File: config.mk
export PLATFORM = sky130hd
export DESIGN_NAME = hdlc_rx_drain_ctrl
export DESIGN_NICKNAME = d
export VERILOG_FILES = /design/src/rtl/hdlc_rx_drain_ctrl.sv
export SDC_FILE = /design/constraint.sdc
export NUM_CORES = 1
export LEC_CHECK = 0
export ABC_AREA = 1
export BUFFER_PORTS_ARGS = -buffer_cell sky130_fd_sc_hd__buf_2
export CORE_MARGIN = 2
export CORE_UTILIZATION = 46
export CTS_CLUSTER_SIZE = 10
export DETAILED_ROUTE_END_ITERATION = 10
export HOLD_SLACK_MARGIN = 0.05
export PLACE_DENSITY_LB_ADDON = 0.05
export SYNTH_ARGS = -nofsm -noshare
export SYNTH_HDL_FRONTEND = slang
export SYNTH_SLANG_ARGS = --single-unit
File: constraint.sdc
create_clock -name Clk -period 1.9 [get_ports Clk]
set_input_delay 0.19 -clock Clk [delete_from_list [all_inputs] [get_ports Clk]]
set_output_delay 0.19 -clock Clk [all_outputs]
set_load 0.03 [all_outputs]
File: src/rtl/hdlc_rx_drain_ctrl.sv
// hdlc_rx_drain_ctrl: autonomous register-bus master for the Hdlc receive path; streams good frames
// as valid/ready bytes and discards bad ones. Define HDLC_RXDRAIN_STATS_EN to add frame_cnt/drop_cnt.

module hdlc_rx_drain_ctrl #(
   parameter int unsigned RD_LAT   = 1,
   parameter int unsigned MAX_LEN  = 126,
   parameter logic [2:0]  A_RX_SC  = 3'h2,
   parameter logic [2:0]  A_RX_BUF = 3'h3,
   parameter logic [2:0]  A_RX_LEN = 3'h4
) (
   input  logic        Clk,
   input  logic        Rst,
   input  logic        enable,
   input  logic        Rx_Ready,
   output logic [2:0]  Address,
   output logic        WriteEnable,
   output logic        ReadEnable,
   output logic [7:0]  DataIn,
   input  logic [7:0]  DataOut,
   output logic [7:0]  m_data,
   output logic        m_valid,
   output logic        m_last,
   input  logic        m_ready,
   output logic        err_valid,
   output logic [2:0]  err_code,
   output logic        busy
`ifdef HDLC_RXDRAIN_STATS_EN
   ,
   output logic [15:0] frame_cnt,
   output logic [15:0] drop_cnt
`endif
);

   localparam logic [2:0] ERR_NONE  = 3'd0;
   localparam logic [2:0] ERR_ABORT = 3'd1;
   localparam logic [2:0] ERR_FCS   = 3'd2;
   localparam logic [2:0] ERR_OVF   = 3'd3;
   localparam logic [2:0] ERR_LEN   = 3'd4;
   localparam logic [7:0] DROP_CMD  = 8'h02;
   localparam logic [7:0] MAX_LEN_B = 8'(MAX_LEN);
   localparam logic [1:0] LAT_END   = 2'(RD_LAT);

   typedef enum logic [2:0] {
      S_IDLE     = 3'd0,
      S_RD_SC    = 3'd1,
      S_RD_LEN   = 3'd2,
      S_RD_BYTE  = 3'd3,
      S_PUSH     = 3'd4,
      S_DROP     = 3'd5,
      S_WAIT_CLR = 3'd6
   } state_t;

   // st = Rx_SC[4:2]; abort outranks frame error, which outranks overflow
   function automatic logic [2:0] sc_err_code(input logic [2:0] st);
      logic [2:0] code;
      if (st[1]) begin
         code = ERR_ABORT;
      end else if (st[0]) begin
         code = ERR_FCS;
      end else if (st[2]) begin
         code = ERR_OVF;
      end else begin
         code = ERR_NONE;
      end
      return code;
   endfunction

   state_t     state_q, state_d;
   logic [1:0] lat_q, lat_d;
   logic [7:0] cnt_q, cnt_d;
   logic [2:0] addr_q, addr_d;
   logic       re_q, re_d;
   logic       we_q, we_d;
   logic [7:0] din_q, din_d;
   logic [7:0] m_data_q, m_data_d;
   logic       m_valid_q, m_valid_d;
   logic       m_last_q, m_last_d;
   logic       err_valid_q, err_valid_d;
   logic [2:0] err_code_q, err_code_d;
   logic       busy_q, busy_d;

   logic       lat_done_s;
   logic [2:0] sc_code_s;
   logic       len_bad_s;

   assign lat_done_s = (lat_q == LAT_END);
   assign sc_code_s  = sc_err_code(DataOut[4:2]);
   assign len_bad_s  = (DataOut == 8'd0) || (DataOut > MAX_LEN_B);

   // Next-state logic; strobes, Address and DataIn default to 0 so each strobe is a single cycle
   always_comb begin
      state_d     = state_q;
      lat_d       = lat_q;
      cnt_d       = cnt_q;
      addr_d      = 3'd0;
      re_d        = 1'b0;
      we_d        = 1'b0;
      din_d       = 8'd0;
      m_data_d    = m_data_q;
      m_valid_d   = m_valid_q;
      m_last_d    = m_last_q;
      err_valid_d = 1'b0;
      err_code_d  = err_code_q;
      busy_d      = busy_q;

      case (state_q)
         S_IDLE: begin
            if (enable && Rx_Ready) begin
               state_d = S_RD_SC;
               re_d    = 1'b1;
               addr_d  = A_RX_SC;
               lat_d   = 2'd0;
               busy_d  = 1'b1;
            end else begin
               busy_d  = 1'b0;
            end
         end

         S_RD_SC: begin
            if (!lat_done_s) begin
               lat_d = lat_q + 2'd1;
            end else if (sc_code_s != ERR_NONE) begin
               state_d     = S_DROP;
               we_d        = 1'b1;
               addr_d      = A_RX_SC;
               din_d       = DROP_CMD;
               err_valid_d = 1'b1;
               err_code_d  = sc_code_s;
            end else begin
               state_d = S_RD_LEN;
               re_d    = 1'b1;
               addr_d  = A_RX_LEN;
               lat_d   = 2'd0;
            end
         end

         S_RD_LEN: begin
            if (!lat_done_s) begin
               lat_d = lat_q + 2'd1;
            end else if (len_bad_s) begin
               state_d     = S_DROP;
               we_d        = 1'b1;
               addr_d      = A_RX_SC;
               din_d       = DROP_CMD;
               err_valid_d = 1'b1;
               err_code_d  = ERR_LEN;
            end else begin
               state_d = S_RD_BYTE;
               cnt_d   = DataOut;
               re_d    = 1'b1;
               addr_d  = A_RX_BUF;
               lat_d   = 2'd0;
            end
         end

         S_RD_BYTE: begin
            if (lat_done_s) begin
               state_d   = S_PUSH;
               m_data_d  = DataOut;
               m_valid_d = 1'b1;
               m_last_d  = (cnt_q == 8'd1);
            end else begin
               lat_d = lat_q + 2'd1;
            end
         end

         // Byte pending: nothing changes until the consumer takes it
         S_PUSH: begin
            if (m_ready) begin
               m_valid_d = 1'b0;
               m_last_d  = 1'b0;
               cnt_d     = cnt_q - 8'd1;
               if (cnt_q > 8'd1) begin
                  state_d = S_RD_BYTE;
                  re_d    = 1'b1;
                  addr_d  = A_RX_BUF;
                  lat_d   = 2'd0;
               end else begin
                  state_d = S_WAIT_CLR;
               end
            end else begin
               state_d = S_PUSH;
            end
         end

         S_DROP: begin
            state_d = S_WAIT_CLR;
         end

         // Wait for the serviced frame's Rx_Ready to clear before looking for the next one
         S_WAIT_CLR: begin
            if (!Rx_Ready) begin
               state_d = S_IDLE;
               busy_d  = 1'b0;
            end else begin
               state_d = S_WAIT_CLR;
            end
         end

         default: begin
            state_d   = S_IDLE;
            busy_d    = 1'b0;
            m_valid_d = 1'b0;
            m_last_d  = 1'b0;
         end
      endcase
   end

   // FSM state and registered outputs
   always_ff @(posedge Clk or negedge Rst) begin
      if (!Rst) begin
         state_q     <= S_IDLE;
         lat_q       <= 2'd0;
         cnt_q       <= 8'd0;
         addr_q      <= 3'd0;
         re_q        <= 1'b0;
         we_q        <= 1'b0;
         din_q       <= 8'd0;
         m_data_q    <= 8'd0;
         m_valid_q   <= 1'b0;
         m_last_q    <= 1'b0;
         err_valid_q <= 1'b0;
         err_code_q  <= 3'd0;
         busy_q      <= 1'b0;
      end else begin
         state_q     <= state_d;
         lat_q       <= lat_d;
         cnt_q       <= cnt_d;
         addr_q      <= addr_d;
         re_q        <= re_d;
         we_q        <= we_d;
         din_q       <= din_d;
         m_data_q    <= m_data_d;
         m_valid_q   <= m_valid_d;
         m_last_q    <= m_last_d;
         err_valid_q <= err_valid_d;
         err_code_q  <= err_code_d;
         busy_q      <= busy_d;
      end
   end

   assign Address     = addr_q;
   assign ReadEnable  = re_q;
   assign WriteEnable = we_q;
   assign DataIn      = din_q;
   assign m_data      = m_data_q;
   assign m_valid     = m_valid_q;
   assign m_last      = m_last_q;
   assign err_valid   = err_valid_q;
   assign err_code    = err_code_q;
   assign busy        = busy_q;

`ifdef HDLC_RXDRAIN_STATS_EN
   logic [15:0] frame_cnt_q, frame_cnt_d;
   logic [15:0] drop_cnt_q, drop_cnt_d;

   // Saturating frame/drop counters
   always_comb begin
      frame_cnt_d = frame_cnt_q;
      drop_cnt_d  = drop_cnt_q;
      if ((state_q == S_PUSH) && m_ready && m_last_q && (frame_cnt_q != 16'hFFFF)) begin
         frame_cnt_d = frame_cnt_q + 16'd1;
      end else begin
         frame_cnt_d = frame_cnt_q;
      end
      if (err_valid_q && (drop_cnt_q != 16'hFFFF)) begin
         drop_cnt_d = drop_cnt_q + 16'd1;
      end else begin
         drop_cnt_d = drop_cnt_q;
      end
   end

   // Statistics registers
   always_ff @(posedge Clk or negedge Rst) begin
      if (!Rst) begin
         frame_cnt_q <= 16'd0;
         drop_cnt_q  <= 16'd0;
      end else begin
         frame_cnt_q <= frame_cnt_d;
         drop_cnt_q  <= drop_cnt_d;
      end
   end

   assign frame_cnt = frame_cnt_q;
   assign drop_cnt  = drop_cnt_q;
`endif

endmodule

==> reports/summary.txt <==
Max_cap viols - 0
Sink Count - 32
CP top delay family - flip-flops
Ys async rst share - 1.00
Critical Path AT - 1.80 ns
Area share of the largest cell type after synthesis - 0.406
Synthesis Warnings - 0
Die Width - 69.5 um
Cell taking the most area after synthesis - dfrtp_1
Worst EP required - 2.09 ns
Pins Over Slew Limit - 0
Dpl hpwl - 3560 um
Post-synth EDFFs - 0
Post-synthesis sequential area ratio - 0.406
Drt total wl - 4630 um
Cell with the most instances after synthesis - nand2_1
Fill cell count - 407
Clock-pin slew on the worst setup and hold paths - 0.07 ns
Fmax - 620 MHz
I/O pin cnt - 41
Number of port buffers - 33
CP Cell Sequence - inv_1, ha_1, o21ai_0, nor2_1, o21ai_0, nand3_1, nand2_1, nand2_1
Die ar. - 4830 um2
Vias per cell - 4.99
Final setup vio count - 0
Synth Instances - 278
Routed Antenna Nets - 0
Gpl congestion - 0.935
N_diodes - 0
Internal - 1.93 mW
DRC - 0
Die Y - 69.5 um
Synth unique cells - 29
Sw frac - 0.479
Clock tree buffer depth - 2
Slew @ Worst Pin - 0.712 ns
Final worst-path cycle share - 0.849
Clk pwr share - 0.179
Layout Nets - 333
Worst IR Drop VDD - 0.663 mV
First-pass DRT Iterations - 4
Flops & latches, synth - 32
Total design power - 3.71 mW
RSZ-0062 raised after global routing - no
DR iter-0 viols - 113
Dominant synthesized flop cell - dfrtp_1
Mean post-synth cell area - 7.10 um2
Largest cells by area after synthesis - dfrtp_1 41%, nand2_1 18%, nand3_1 6.6%
Post-CTS resize count - 0
First-pass GRT wire length - 8030 um
Seq pwr share - 0.318
Root buf cell - clkbuf_8
List of most frequent post-synthesis cells - 97 x nand2_1, 32 x dfrtp_1, 31 x inv_1
Wire length per cell - 12.6 um
Clk_lat worst skew - 0.29 ns
CORE AREA - 4060 um2
Hold Fails Final Rpt - 0
CTS tree - built
Tot GR Track Use - 0.209
Max incr delay on CP - 0.40 ns
CP Class - flip-flop to flip-flop
P_sw - 1.78 mW
Crit Path Max Fanout - 6
H-tree Lvls - 2
FP Rows - 23
Rel. slew slack - 0.525
Initial Util - 0.486
P per Cell Area - 1630 nW/um2
Setup TNS - 0 ns
Pin count of the biggest net entering global routing - 33
Area growth, synth to finish - 15.2%
Num CTS Buffers - 5
Reported leakage power - 1.32 nW
Number of antenna violations at the first check in global routing - 0
Status - finished clean
Critical path capture point type - flip-flop
Skew final - 0.00811 ns
Via count - 1831
Hold/Removal Path Class - input port to flip-flop
WP buf/inv - 1
Min Tclk post-route - 1.61 ns
Remaining Overflow, GRT - 0
Mapped Area - 1970 um2
CP max-delay cell - dfrtp_1
Critical Path Start Type - flip-flop
Via count of the first global-routing pass - 1719
Share of layout cells above drive strength 1 - 0.177
Logic pwr share - 0.503
state kept, by name (all words and copies together), names as in the netlist, 2 cells and up:
name      flops
lat_q         2
cnt_q         8
m_data        8
state_q       3
err_code      3
Address       3
final timing paths:
check	slack [ns]	cells past startpoint	from	to
worst max-delay path	0.29	8	cnt_q[0]$_DFFE_PN0P_	lat_q[1]$_DFFE_PN0P_
worst min-delay path	0.17	3	DataOut[2]	m_data[2]$_DFFE_PN0P_
worst max register to register	0.29	8	cnt_q[0]$_DFFE_PN0P_	lat_q[1]$_DFFE_PN0P_
worst min register to register	0.47	2	err_code[0]$_DFFE_PN0P_	err_code[0]$_DFFE_PN0P_
max in group asynchronous	0.94	2	Rst	cnt_q[6]$_DFFE_PN0P_
min in group asynchronous	0.50	2	Rst	m_data[6]$_DFFE_PN0P_
layer usage:
| layer | up-vias | wire length, um | global-route usage |
|---|---|---|---|
| li1 | 947 | - | - |
| met1 | 823 | 2290 | 0.289 |
| met2 | 53 | 2000 | 0.315 |
| met3 | 8 | 265 | 0.0538 |
| met4 | 0 | 68 | 0.0763 |
| met5 | - | 0 | 0 |
cells in the final DEF, fill, tap and decap left out, drive strengths merged:
cell / instances
nand2: 99
buf: 36
inv: 36
dfrtp: 32
nor2: 31
nand3: 27
o21ai: 16
conb: 7
nand4: 7
clkbuf: 6
ha: 4
a21oi: 2
a31oi: 2
o31ai: 2
nor3b: 1
nand3b: 1
o21bai: 1
o22ai: 1
xnor2: 1
nor3: 1
a21boi: 1
clkinv: 1
bufinv: 1
dlygate4sd3: 1
tightest hold or removal path: cells and delay by family:
| kind | cells | cell delay, ns |
|---|---|---|
| buffers and inverters | 1 | 0.13 |
| AND/OR/NAND/NOR | 2 | 0.12 |
power by group through the flow:
stage,registers [mW],clock network [mW],logic [mW]
after floorplan,1.47,0,1.13
after global placement,1.19,0,1.85
after detailed placement,1.19,0,1.87
after CTS,1.18,0.673,1.88
after global routing,1.22,0.707,2.10
final,1.18,0.664,1.87
metrics by stage:
step | cell area (um2) | setup WS, ns | hold WS [ns] | std cells | util
finish | 2270 | 0.286 | 0.170 | 367 | 0.560
global route | 2270 | 0.123 | 0.164 | 367 | 0.560
CTS | 2270 | 0.306 | 0.162 | 367 | 0.560
detailed placement | 2160 | 0.310 | 0.289 | 358 | 0.531
global placement | 2160 | 0.279 | 0.288 | 358 | 0.531
floorplan | 2000 | 0.544 | -0.106 | 284 | -
repair_timing:
action / CTS / global route
buffers inserted: 0 / 0
endpoints found under the hold margin: 32 / 0
hold buffers: 1 / 0
cell families after synthesis:
group | after synthesis | synth area share
other cells | 1 | 0.00190
xor+xnor | 1 | 0.00444
fa+ha+maj | 4 | 0.0254
flops | 32 | 0.406
buf+inv | 48 | 0.114
compound gates | 25 | 0.0729
simple gates | 167 | 0.375
cell type report:
cell class	instances	area [um2]	share of cell area
tap	50	62.6	0.0275
timing repair buffer	37	198	0.0870
inverter	36	135	0.0594
clock inverter	2	35.0	0.0154
clock buffer	6	72.6	0.0319
sequential	32	801	0.352
multi-input combinational	204	970	0.427
Note: power is estimated with default switching activity, not from simulation.
